`config.mk`:
```
export PLATFORM = sky130hd
export DESIGN_NAME = axi_read_arbiter_flat
export DESIGN_NICKNAME = d
export VERILOG_FILES = /design/src/rtl/axi_read_arbiter_if.sv /design/src/rtl/axi_read_arbiter.sv /design/src/flat_wrapper.sv
export SDC_FILE = /design/constraint.sdc
export NUM_CORES = 1
export LEC_CHECK = 0
export ABC_AREA = 0
export BUFFER_PORTS_ARGS = -buffer_cell sky130_fd_sc_hd__buf_2
export CORE_AREA = 5 5 131 133
export CTS_CLUSTER_DIAMETER = 40
export CTS_CLUSTER_SIZE = 8
export DETAILED_ROUTE_END_ITERATION = 10
export DIE_AREA = 0 0 136 138
export PLACE_DENSITY = 0.54
export SYNTH_ARGS = -nofsm -noshare
export SYNTH_HDL_FRONTEND = slang
export SYNTH_SLANG_ARGS = --single-unit
```
`constraint.sdc`:
```
create_clock -name clk -period 3.5 [get_ports clk]
set_input_delay 0.7 -clock clk [delete_from_list [all_inputs] [get_ports clk]]
set_output_delay 0.7 -clock clk [all_outputs]
set_load 0.01 [all_outputs]
```
`src/rtl/axi_read_arbiter_if.sv`:
```
// AXI read channel bundle (AR + R) shared by the two upstream masters
// and the downstream slave port of the read arbiter.
interface axi_read_arbiter_if #(
  parameter int ADDR_W = 32,
  parameter int DATA_W = 64,
  parameter int ID_W   = 4
);
  logic              arvalid;
  logic              arready;
  logic [ADDR_W-1:0] araddr;
  logic [7:0]        arlen;
  logic [ID_W-1:0]   arid;
  logic              rvalid;
  logic              rready;
  logic [DATA_W-1:0] rdata;
  logic [1:0]        rresp;
  logic              rlast;

  // Side that issues read requests and consumes read data
  modport master (
    output arvalid, araddr, arlen, arid, rready,
    input  arready, rvalid, rdata, rresp, rlast
  );

  // Side that accepts read requests and returns read data
  modport slave (
    input  arvalid, araddr, arlen, arid, rready,
    output arready, rvalid, rdata, rresp, rlast
  );
endinterface

```
`src/rtl/axi_read_arbiter.sv`:
```
// Two-master AXI read arbiter: ICache refill (m0) and DCache miss (m1)
// share one downstream read port. One burst is outstanding at a time,
// ties are broken by a round-robin priority bit, and a sticky error flags
// bursts whose beat count disagrees with the requested arlen.
module axi_read_arbiter #(
  parameter int ADDR_W = 32,
  parameter int DATA_W = 64,
  parameter int ID_W   = 4
) (
  input  logic               clk,
  input  logic               rst,
  axi_read_arbiter_if.slave  m0,
  axi_read_arbiter_if.slave  m1,
  axi_read_arbiter_if.master s,
  output logic               busy,
  output logic               err
);

  localparam logic [1:0] IDLE = 2'd0;
  localparam logic [1:0] AR   = 2'd1;
  localparam logic [1:0] R    = 2'd2;

  logic [1:0] state;
  logic       gnt;
  logic       prio;
  logic [7:0] cnt;
  logic [7:0] len_q;

  logic       in_ar;
  logic       in_r;
  logic       pick;
  logic       ar_hs;
  logic       r_beat;
  logic       len_bad;

  assign in_ar  = (state == AR);
  assign in_r   = (state == R);
  // Sole requester wins; on a tie prio selects the master.
  assign pick   = (m0.arvalid & m1.arvalid) ? prio : m1.arvalid;
  assign ar_hs  = s.arvalid & s.arready;
  assign r_beat = s.rvalid & s.rready;
  // Early rlast, or the expected last beat arriving without rlast.
  assign len_bad = (s.rlast & (cnt != len_q)) | (~s.rlast & (cnt == len_q));
  assign busy   = (state != IDLE);

  // Route the granted master's AR channel downstream while in AR only.
  always_comb begin
    s.arvalid  = 1'b0;
    s.araddr   = {ADDR_W{1'b0}};
    s.arlen    = 8'd0;
    s.arid     = {ID_W{1'b0}};
    m0.arready = 1'b0;
    m1.arready = 1'b0;
    if (in_ar) begin
      if (gnt) begin
        s.arvalid  = m1.arvalid;
        s.araddr   = m1.araddr;
        s.arlen    = m1.arlen;
        s.arid     = m1.arid;
        m1.arready = s.arready;
      end else begin
        s.arvalid  = m0.arvalid;
        s.araddr   = m0.araddr;
        s.arlen    = m0.arlen;
        s.arid     = m0.arid;
        m0.arready = s.arready;
      end
    end
  end

  // Route R data to both masters; only rvalid/rready follow the grant.
  // Data outputs are forced low while reset is held.
  always_comb begin
    s.rready  = in_r & (gnt ? m1.rready : m0.rready);
    m0.rvalid = in_r & ~gnt & s.rvalid;
    m1.rvalid = in_r &  gnt & s.rvalid;
    m0.rdata  = rst ? s.rdata : {DATA_W{1'b0}};
    m1.rdata  = rst ? s.rdata : {DATA_W{1'b0}};
    m0.rresp  = rst ? s.rresp : 2'b00;
    m1.rresp  = rst ? s.rresp : 2'b00;
    m0.rlast  = rst & s.rlast;
    m1.rlast  = rst & s.rlast;
  end

  // Transaction FSM: grant in IDLE, address handshake in AR, beats in R.
  always_ff @(posedge clk or negedge rst) begin
    if (!rst) begin
      state <= IDLE;
      gnt   <= 1'b0;
      prio  <= 1'b0;
      cnt   <= 8'd0;
      len_q <= 8'd0;
    end else begin
      case (state)
        IDLE: begin
          if (m0.arvalid | m1.arvalid) begin
            gnt   <= pick;
            prio  <= ~pick;
            state <= AR;
          end
        end
        AR: begin
          if (ar_hs) begin
            len_q <= gnt ? m1.arlen : m0.arlen;
            cnt   <= 8'd0;
            state <= R;
          end
        end
        R: begin
          if (r_beat) begin
            cnt <= cnt + 8'd1;
            if (s.rlast) state <= IDLE;
          end
        end
        default: state <= IDLE;
      endcase
    end
  end

  // Sticky burst-length violation flag, cleared only by reset.
  always_ff @(posedge clk or negedge rst) begin
    if (!rst) begin
      err <= 1'b0;
    end else if (in_r & r_beat & len_bad) begin
      err <= 1'b1;
    end
  end

endmodule
```
`src/flat_wrapper.sv`:
```
// flat-port wrapper written by rule: the top's interface ports become plain ports
module axi_read_arbiter_flat 
#(
  parameter int ADDR_W = 32,
  parameter int DATA_W = 64,
  parameter int ID_W   = 4
)
  (clk, rst, busy, err, m0_arvalid, m0_araddr, m0_arlen, m0_arid, m0_rready, m0_arready, m0_rvalid, m0_rdata, m0_rresp, m0_rlast, m1_arvalid, m1_araddr, m1_arlen, m1_arid, m1_rready, m1_arready, m1_rvalid, m1_rdata, m1_rresp, m1_rlast, s_arvalid, s_araddr, s_arlen, s_arid, s_rready, s_arready, s_rvalid, s_rdata, s_rresp, s_rlast);
  axi_read_arbiter_if #(.ADDR_W(ADDR_W), .DATA_W(DATA_W), .ID_W(ID_W)) m0_i ();
  axi_read_arbiter_if #(.ADDR_W(ADDR_W), .DATA_W(DATA_W), .ID_W(ID_W)) m1_i ();
  axi_read_arbiter_if #(.ADDR_W(ADDR_W), .DATA_W(DATA_W), .ID_W(ID_W)) s_i ();
  input  logic clk;
  input  logic rst;
  output logic busy;
  output logic err;
  input wire logic [$bits(m0_i.arvalid)-1:0] m0_arvalid;
  input wire logic [$bits(m0_i.araddr)-1:0] m0_araddr;
  input wire logic [$bits(m0_i.arlen)-1:0] m0_arlen;
  input wire logic [$bits(m0_i.arid)-1:0] m0_arid;
  input wire logic [$bits(m0_i.rready)-1:0] m0_rready;
  output wire logic [$bits(m0_i.arready)-1:0] m0_arready;
  output wire logic [$bits(m0_i.rvalid)-1:0] m0_rvalid;
  output wire logic [$bits(m0_i.rdata)-1:0] m0_rdata;
  output wire logic [$bits(m0_i.rresp)-1:0] m0_rresp;
  output wire logic [$bits(m0_i.rlast)-1:0] m0_rlast;
  input wire logic [$bits(m1_i.arvalid)-1:0] m1_arvalid;
  input wire logic [$bits(m1_i.araddr)-1:0] m1_araddr;
  input wire logic [$bits(m1_i.arlen)-1:0] m1_arlen;
  input wire logic [$bits(m1_i.arid)-1:0] m1_arid;
  input wire logic [$bits(m1_i.rready)-1:0] m1_rready;
  output wire logic [$bits(m1_i.arready)-1:0] m1_arready;
  output wire logic [$bits(m1_i.rvalid)-1:0] m1_rvalid;
  output wire logic [$bits(m1_i.rdata)-1:0] m1_rdata;
  output wire logic [$bits(m1_i.rresp)-1:0] m1_rresp;
  output wire logic [$bits(m1_i.rlast)-1:0] m1_rlast;
  output wire logic [$bits(s_i.arvalid)-1:0] s_arvalid;
  output wire logic [$bits(s_i.araddr)-1:0] s_araddr;
  output wire logic [$bits(s_i.arlen)-1:0] s_arlen;
  output wire logic [$bits(s_i.arid)-1:0] s_arid;
  output wire logic [$bits(s_i.rready)-1:0] s_rready;
  input wire logic [$bits(s_i.arready)-1:0] s_arready;
  input wire logic [$bits(s_i.rvalid)-1:0] s_rvalid;
  input wire logic [$bits(s_i.rdata)-1:0] s_rdata;
  input wire logic [$bits(s_i.rresp)-1:0] s_rresp;
  input wire logic [$bits(s_i.rlast)-1:0] s_rlast;
  assign m0_i.arvalid = m0_arvalid;
  assign m0_i.araddr = m0_araddr;
  assign m0_i.arlen = m0_arlen;
  assign m0_i.arid = m0_arid;
  assign m0_i.rready = m0_rready;
  assign m0_arready = m0_i.arready;
  assign m0_rvalid = m0_i.rvalid;
  assign m0_rdata = m0_i.rdata;
  assign m0_rresp = m0_i.rresp;
  assign m0_rlast = m0_i.rlast;
  assign m1_i.arvalid = m1_arvalid;
  assign m1_i.araddr = m1_araddr;
  assign m1_i.arlen = m1_arlen;
  assign m1_i.arid = m1_arid;
  assign m1_i.rready = m1_rready;
  assign m1_arready = m1_i.arready;
  assign m1_rvalid = m1_i.rvalid;
  assign m1_rdata = m1_i.rdata;
  assign m1_rresp = m1_i.rresp;
  assign m1_rlast = m1_i.rlast;
  assign s_arvalid = s_i.arvalid;
  assign s_araddr = s_i.araddr;
  assign s_arlen = s_i.arlen;
  assign s_arid = s_i.arid;
  assign s_rready = s_i.rready;
  assign s_i.arready = s_arready;
  assign s_i.rvalid = s_rvalid;
  assign s_i.rdata = s_rdata;
  assign s_i.rresp = s_rresp;
  assign s_i.rlast = s_rlast;
  axi_read_arbiter #(.ADDR_W(ADDR_W), .DATA_W(DATA_W), .ID_W(ID_W)) u_core (.clk(clk), .rst(rst), .m0(m0_i), .m1(m1_i), .s(s_i), .busy(busy), .err(err));
endmodule
```
### Word level (Yosys, flattened, before mapping)

Index checks and enable logic that the tools add are counted.

| operators by class | value |
|---|---|
| $add $sub $neg | 1 |
| $mul | 0 |
| divide/modulo/power cells | 0 |
| order comparisons | 0 |
| equality and inequality tests | 8 |
| shift operators | 0 |
| multiplexer cells | 24 |
| bitwise operators | 18 |
| reduce and logical (&&, ||, !) cells | 7 |

Operator list:

| kind | number |
|---|---|
| 32-bit 2-to-1 mux | 2 |
| 64-bit 2-to-1 mux | 1 |
| 8-bit 2-to-1 mux | 4 |
| 8-bit case mux with 2 select lines | 1 |
| 1-bit bitwise AND | 13 |
| 2-bit 2-to-1 mux | 5 |
| 8-bit by 1-bit adder with 8-bit output (second input constant) | 1 |
| 8-bit equality test | 1 |
| 1-bit 2-to-1 mux | 8 |
| 4-bit 2-to-1 mux | 2 |
| 8-bit inequality test | 1 |
| 2-bit inequality test (second input constant) | 3 |
| 2-bit case mux with 3 select lines | 1 |
| 2-bit AND reduction | 2 |
| 4-bit AND reduction | 1 |
| 2-bit nonzero test | 2 |
| 1-bit NOT | 3 |
| 3-bit AND reduction | 1 |
| 2-bit by 1-bit equality test with 1-bit output (second input constant) | 1 |
| 2-bit equality test (second input constant) | 1 |
| 2-bit zero test | 1 |
| 2-bit by 1-bit inequality test with 1-bit output (second input constant) | 1 |
| 1-bit bitwise OR | 2 |

| storage, ports and cells | value |
|---|---|
| register bits after elaboration | 21 |
| latch bits | 0 |
| bits in writable memories | 0 |
| bits in read-only memories | 0 |
| input bits | 163 |
| memories | 0 |

### Logic depth before layout (Yosys ltp)

Gate-level depths: netlist of the first run.

| depth | value |
|---|---|
| depth after elaboration | 5 |
| mapped depth | 6 |

### Least setup slack after synthesis of the first run

Ideal clock, no wire load.

| timing path | value |
|---|---|
| kind | input to output |
| start point | input port rst |
| end point | output port m1_rdata[30] |
| arrival | 1.447 ns |
| required time | 2.800 ns |
| path slack | 1.353 ns |
| stages | 4 |
| buffers on the path | 3 |
| path through | clkbuf_1 clkbuf_1 and2_1 buf_4 |

| between the ends | value |
|---|---|
| cells in the longest elaborated chain, start to end | 1 |

RTL lines:

| item | RTL line | source |
|---|---|---|
| start, declared | flat_wrapper.sv:13 | `input logic rst;` |
| 64-bit 2-to-1 mux | -- |  |
| end, declared | flat_wrapper.sv:33 | `output wire logic [$bits(m1_i.rdata)-1:0] m1_rdata;` |

No other way between the ends.

### Worst setup path after layout of the first run

| timing path | value |
|---|---|
| start point | register u_core.gnt |
| end point | output port s_araddr[30] |

| between the ends | value |
|---|---|
| cells in the longest elaborated chain, start to end | 2 |

RTL lines:

| item | RTL line | source |
|---|---|---|
| start, declared | axi_read_arbiter.sv:24 | `logic gnt;` |
| start signal, assigned | axi_read_arbiter.sv:97 | `gnt <= pick;` |
| 32-bit 2-to-1 mux | axi_read_arbiter.sv:55 | `if (gnt) begin` |
| 32-bit 2-to-1 mux | axi_read_arbiter.sv:54 | `if (in_ar) begin` |
| end, declared | flat_wrapper.sv:37 | `output wire logic [$bits(s_i.araddr)-1:0] s_araddr;` |

No other way between the ends.

==> impl_metrics.py, run 1 <==
metrics = {
    "status": {
        "status": "complete, no violations",
    },
    "sta": {
        "timing.final.crit_share": 0.737,
        "worst_pin_slew_ns": 0.885,
        "slew_violations": 0,
        "skew_ns": 0.00431,
        "rsz0062_at_grt": "false",
        "finalSetupTns_ns": 0,
        "fmax_ghz": 0.388,
        "setup_viol": 0,
        "slew_headroom": 0.410,
        "post-route-min-period_ns": 2.58,
        "final_hold_viol_count": 0,
    },
    "cells_and_area": {
        "final_nets": 785,
        "drive_gt1_frac": 0.589,
        "diodes": 0,
        "fill_cells": 1762,
        "synthToLayoutAreaGrowth_pct": 57.6,
        "final_cells": 836,
    },
    "grt": {
        "grt_pass1_wl_microns": 16500,
        "antenna_found_initial": 0,
        "grt_max_degree": 69,
        "grt_pass1_vias": 3185,
        "grt_overflow": 0,
        "track_usage": 0.108,
    },
    "synthesis": {
        "yosysTopAreaCell": "dfrtp_1",
        "yosys_warnings": 0,
        "synth_edf_count": 0,
        "syn_area_sq_um": 2680,
        "synth_seq_cells": 21,
        "yosysMostFrequentCell": "and2_1",
        "synth_commonest_cells": "68 x and2_1, 67 x buf_4, 56 x nor2_1",
        "synth_cells": 349,
        "syn_avg_cell_area_sq_um": 7.69,
        "synth_nets": 513,
        "synth_top_area_share": 0.196,
        "synth_ff_type": "dfrtp_1",
        "synth_area_leaders": "dfrtp_1 20%, buf_4 19%, mux2i_1 18%",
        "ys_async_sr_fraction": 1.00,
        "ys_seq_area_frac": 0.196,
        "ys_types": 35,
    },
    "detailed_routing": {
        "drc": 0,
        "drt-total-wl_microns": 11500,
        "wl_per_cell_microns": 13.7,
        "first_pass_iters": 4,
        "drtIter0Drc": 81,
        "final_antenna_net_count": 0,
        "avgViaCountPerCell": 3.84,
        "dr_total_vias": 3214,
    },
    "clock_tree": {
        "cts_htree_levels": 1,
        "ctsResizeCount": 0,
        "clkTransAtPathRegs_ns": 0.06,
        "clock_sinks": 21,
        "hold_buffers": 0,
        "clk_latency_ns": 0.26,
        "cts_made_buffers": 3,
        "post_cts_buffers": 0,
        "clockBufferDepth": 2,
        "root_buffer": "clkbuf_16",
        "cts_tree": "done",
    },
    "critical_path": {
        "slowest_stage": "dfrtp_2",
        "rr_startpoint": "u_core.gnt",
        "critPathKind": "flop to output pin",
        "path_buf_inv": 2,
        "worstPathMaxFanout": 28,
        "path_depth": 4,
        "r2r_slack_ns": 1.48,
        "cp-startpoint": "u_core.gnt",
        "r2r_end": "u_core.cnt[4]",
        "cpPeakStageDelay_ns": 0.84,
        "endpoint": "s_araddr[30]",
        "path_delay_family": "flip-flops",
        "r2r_cells": 4,
        "cp.required_ns": 2.80,
        "arrival_ns": 1.88,
        "endpoint_kind": "output pin",
        "crit_chain": "buf_4, mux2i_1, nor2_1, buf_2",
        "cp-start-kind": "flop",
    },
    "power_and_ir_drop": {
        "p_per_area_nw_per_um2": 519,
        "p_leak_nw": 2.61,
        "irDropWorstVdd_v": 0.000261,
    },
    "min_path": {
        "worstHoldStart": "u_core.err",
        "hold_path_class": "flop to flop",
    },
    "place": {
        "port_buffers": 348,
        "dp_cells": 832,
        "hpwl_microns": 10100,
        "place.gp.congestion": 0.726,
    },
    "floorplan": {
        "dieHeight_microns": 138,
        "io_pins": 349,
        "die_area_sq_um": 18800,
        "core_area_sq_um": 15700,
        "initial_core_util": 0.171,
        "rows": 46,
        "die_x_microns": 136,
    },
    "job": {
        "maxCapViolCount": 0,
    },
}
==> metrics by stage <==
stage | hold slack, ns | instance area (sq um) | setup slack, ns | power [mW] | utilization
after floorplan | 0.404 | 2680 | 1.35 | 1.41 | -
after global placement | 0.453 | 4150 | 1.03 | 1.99 | 0.264
after detailed placement | 0.457 | 4150 | 1.01 | 2.01 | 0.264
after CTS | 0.471 | 4230 | 0.866 | 2.25 | 0.269
after global routing | 0.503 | 4230 | 0.780 | 2.39 | 0.269
final | 0.466 | 4230 | 0.920 | 2.19 | 0.269
==> how the worst min path moves through the flow <==
stage	endpoint	cells past startpoint
finish	u_core.err	1
global route	u_core.err	1
CTS	u_core.err	1
detailed placement	u_core.err	1
global placement	u_core.err	1
floorplan	u_core.cnt[0]	0
==> cells in the final DEF, fill, tap and decap left out <==
master / netlist / final
buf_2: 6 / 348
and2_1: 68 / 68
nor2_1: 56 / 56
mux2i_1: 47 / 47
dfrtp_1: 21 / 20
nand2_1: 14 / 14
o21ai_0: 12 / 12
xnor2_1: 8 / 8
buf_4: 67 / 6
nand3b_1: 4 / 4
inv_1: 3 / 3
nand4_1: 3 / 3
clkbuf_16: 0 / 3
or4_1: 2 / 2
a21oi_1: 2 / 2
a31oi_1: 2 / 2
nand3_1: 2 / 2
o211ai_1: 2 / 2
xor2_1: 2 / 2
nand2b_2: 0 / 1
nand2b_1: 2 / 1
mux2_4: 1 / 1
and3b_2: 1 / 1
and3_1: 1 / 1
or2_2: 1 / 1
nand4_4: 1 / 1
nor3_1: 1 / 1
o31ai_1: 1 / 1
o21bai_1: 1 / 1
o311a_1: 1 / 1
a22o_1: 1 / 1
mux2_2: 1 / 1
ha_1: 1 / 1
clkinv_2: 0 / 1
dfrtp_2: 0 / 1
==> metal layers <==
metal,track usage,part of all wire
met1,0.115,0.36
met5,0,0
met2,0.219,0.53
met3,0.0163,0.10
met4,0.0239,0.0084
==> state kept, by name, summed over array words and instances, names as in the netlist <==
name / cells
u_core.prio: 1
u_core.gnt: 1
u_core.cnt: 8
u_core.err: 1
u_core.len_q: 8
u_core.state: 2
==> cells by family (layout without fill, tap and decap cells) <==
logic type,after synthesis,after routing,share of synthesized area
XOR/XNOR,10,10,0.0327
adder cells (fa/ha/maj),1,1,0.00466
AO/OA/AOI/OAI,22,22,0.0490
AND/OR/NAND/NOR,156,156,0.307
flip-flops,21,21,0.196
multiplexers,49,49,0.185
buffers and inverters,90,361,0.226
==> worst register-to-register path, stage by stage (launching register included) <==
cell     delay, ns
dfrtp_2       0.84
mux2i_1       0.38
nor2_1        0.17
or4_1         0.49
nand2_1       0.08
==> cell type report <==
class | count | area (sq um) | share of cell area
Inverter | 3 | 11.3 | 0.00266
Clock inverter | 1 | 5.00 | 0.00118
Sequential cell | 21 | 527 | 0.125
Clock buffer | 3 | 75.1 | 0.0178
Multi-Input combinational cell | 238 | 1550 | 0.367
Timing Repair Buffer | 354 | 1790 | 0.422
Tap cell | 216 | 270 | 0.0639
==> power by group <==
part,switching [mW],internal (mW),leakage [nW]
logic,0.812,0.679,2.29
clock network,0.0921,0.154,0.0409
registers,0.136,0.322,0.270
total,1.04,1.15,2.61
Power figures use the tool's default switching activity.
==> run 2, diff against run 1 <==
clock period = 2.7 ns   (was 3.5 ns; I/O delays follow)
==> run 2 against run 1 <==
  * Critical path depth is 1 lower
  * Non-clock buffer count is 1 higher
  * Clock skew decreased by 0.0013 ns
  * Die area stayed put
  * Critical endpoint is now s_araddr[26]
==> impl_metrics.py, run 2 (synthesis gave the netlist of run 1 again) <==
metrics = {
    "status": {
        "status": "complete, no violations",
    },
    "sta": {
        "setup_viol": 0,
        "slew_violations": 0,
        "finalSetupTns_ns": 0,
        "slew_headroom": 0.392,
        "worst_pin_slew_ns": 0.911,
        "timing.final.crit_share": 0.866,
        "setup_ws_ns": 0.361,
        "post-route-min-period_ns": 2.34,
        "final_hold_viol_count": 0,
        "fmax_ghz": 0.428,
        "rsz0062_at_grt": "false",
        "skew_ns": 0.00304,
    },
    "clock_tree": {
        "clkTransAtPathRegs_ns": 0.06,
        "clk_latency_ns": 0.26,
        "ctsResizeCount": 0,
        "cts_made_buffers": 3,
        "cts_htree_levels": 1,
        "clockBufferDepth": 2,
        "cts_tree": "done",
        "post_cts_buffers": 0,
        "clock_sinks": 21,
        "hold_buffers": 0,
        "root_buffer": "clkbuf_16",
    },
    "power_and_ir_drop": {
        "power_frac_seq": 0.199,
        "p_leak_nw": 2.61,
        "p_switching_mw": 1.36,
        "netSwitchingFraction": 0.474,
        "p_per_area_nw_per_um2": 674,
        "clockPowerShare": 0.113,
        "irDropWorstVdd_v": 0.000290,
        "p_comb_frac": 0.688,
        "intPower_mw": 1.51,
    },
    "critical_path": {
        "rr_startpoint": "u_core.gnt",
        "slowest_stage": "nand2b_2",
        "cp-start-kind": "flop",
        "r2r_cells": 4,
        "cp-startpoint": "u_core.state[1]",
        "cpPeakStageDelay_ns": 0.63,
        "cp.required_ns": 2.16,
        "r2r_slack_ns": 0.84,
        "path_delay_family": "simple AND/OR/NAND/NOR gates",
        "path_buf_inv": 1,
        "arrival_ns": 1.80,
        "critPathKind": "flop to output pin",
        "crit_chain": "nand2b_2, nor2_1, buf_2",
        "endpoint_kind": "output pin",
        "worstPathMaxFanout": 46,
        "r2r_end": "u_core.cnt[4]",
    },
    "grt": {
        "grt_overflow": 0,
        "grt_pass1_vias": 3266,
        "track_usage": 0.112,
        "grt_pass1_wl_microns": 17100,
        "antenna_found_initial": 0,
        "grt_max_degree": 89,
    },
    "cells_and_area": {
        "synthToLayoutAreaGrowth_pct": 58.5,
        "final_nets": 786,
        "final_common_cell": "buf_2",
        "diodes": 0,
        "top_regs": "u_core.cnt: 8 flops, u_core.len_q: 8 flops, u_core.state: 2 flops",
        "final_area_sq_um": 4250,
        "drive_gt1_frac": 0.589,
        "mostFrequentLayoutCells": "348 x buf_2, 68 x and2_1, 56 x nor2_1",
    },
    "place": {
        "preCtsSetupSlack_ns": 0.622,
        "hpwl_microns": 10300,
        "port_buffers": 348,
        "placed_cell_area_sq_um": 4170,
        "place.gp.congestion": 0.767,
    },
    "floorplan": {
        "initial_core_util": 0.171,
        "die_area_sq_um": 18800,
        "core_area_sq_um": 15700,
        "io_pins": 349,
        "die_x_microns": 136,
        "dieHeight_microns": 138,
        "rows": 46,
    },
    "detailed_routing": {
        "drtIter0Drc": 88,
        "wl_per_cell_microns": 13.9,
        "dr_total_vias": 3214,
        "avgViaCountPerCell": 3.84,
        "drc": 0,
        "first_pass_iters": 4,
        "drt-total-wl_microns": 11600,
        "final_antenna_net_count": 0,
    },
    "min_path": {
        "hold_path_class": "primary input to async pin",
    },
    "job": {
        "maxCapViolCount": 0,
    },
}
[run 2: layout make-up]
| cell class | instances | area (sq um) |
|---|---|---|
| clock buffers | 3 | 75.1 |
| clock inverters | 1 | 7.51 |
| inverters | 3 | 11.3 |
| fillers | 1768 | 11500 |
| repair buffers | 355 | 1810 |
| flip-flops and latches | 21 | 527 |
| well taps | 216 | 270 |
| multi-input cells | 238 | 1550 |
[run 2: per-stage QoR]
step / cells / utilization / hold slack (ns) / power, mW
6_report: 837 / 0.271 / 0.304 / 2.86
5_1_grt: 837 / 0.271 / 0.317 / 3.12
4_1_cts: 837 / 0.271 / 0.294 / 2.93
3_5_place_dp: 833 / 0.265 / 0.457 / 2.60
3_3_place_gp: 833 / 0.265 / 0.463 / 2.58
2_1_floorplan: 349 / - / 0.244 / 1.83
[run 2: power groups by stage]
stage | logic (mW) | clock network [mW] | registers, mW
finish | 1.97 | 0.322 | 0.570
global route | 2.18 | 0.345 | 0.595
CTS | 2.02 | 0.330 | 0.576
detailed placement | 2.01 | 0 | 0.582
global placement | 2.00 | 0 | 0.580
floorplan | 1.34 | 0 | 0.492
[run 2: worst max-delay path by stage]
stage | endpoint | cells after the start
final | s_araddr[26] | 3
after global routing | s_araddr[4] | 3
after CTS | s_arid[3] | 3
after detailed placement | s_arid[3] | 3
after global placement | s_araddr[31] | 3
after floorplan | m1_rdata[30] | 4
[run 2: worst register-to-register path, cell delays in order (launching register included)]
cell and delay [ns]:
dfrtp_2 0.72, mux2i_1 0.36, nor2_1 0.16, or4_1 0.48, nand2_1 0.08
[run 2: per-layer routing]
metal / global-route usage / part of all wire / up-vias
met1: 0.114 / 0.35 / 1386
met3: 0.0323 / 0.13 / 5
li1: - / - / 1614
met4: 0.0255 / 0.0096 / 0
met2: 0.220 / 0.52 / 209
met5: 0 / 0 / -
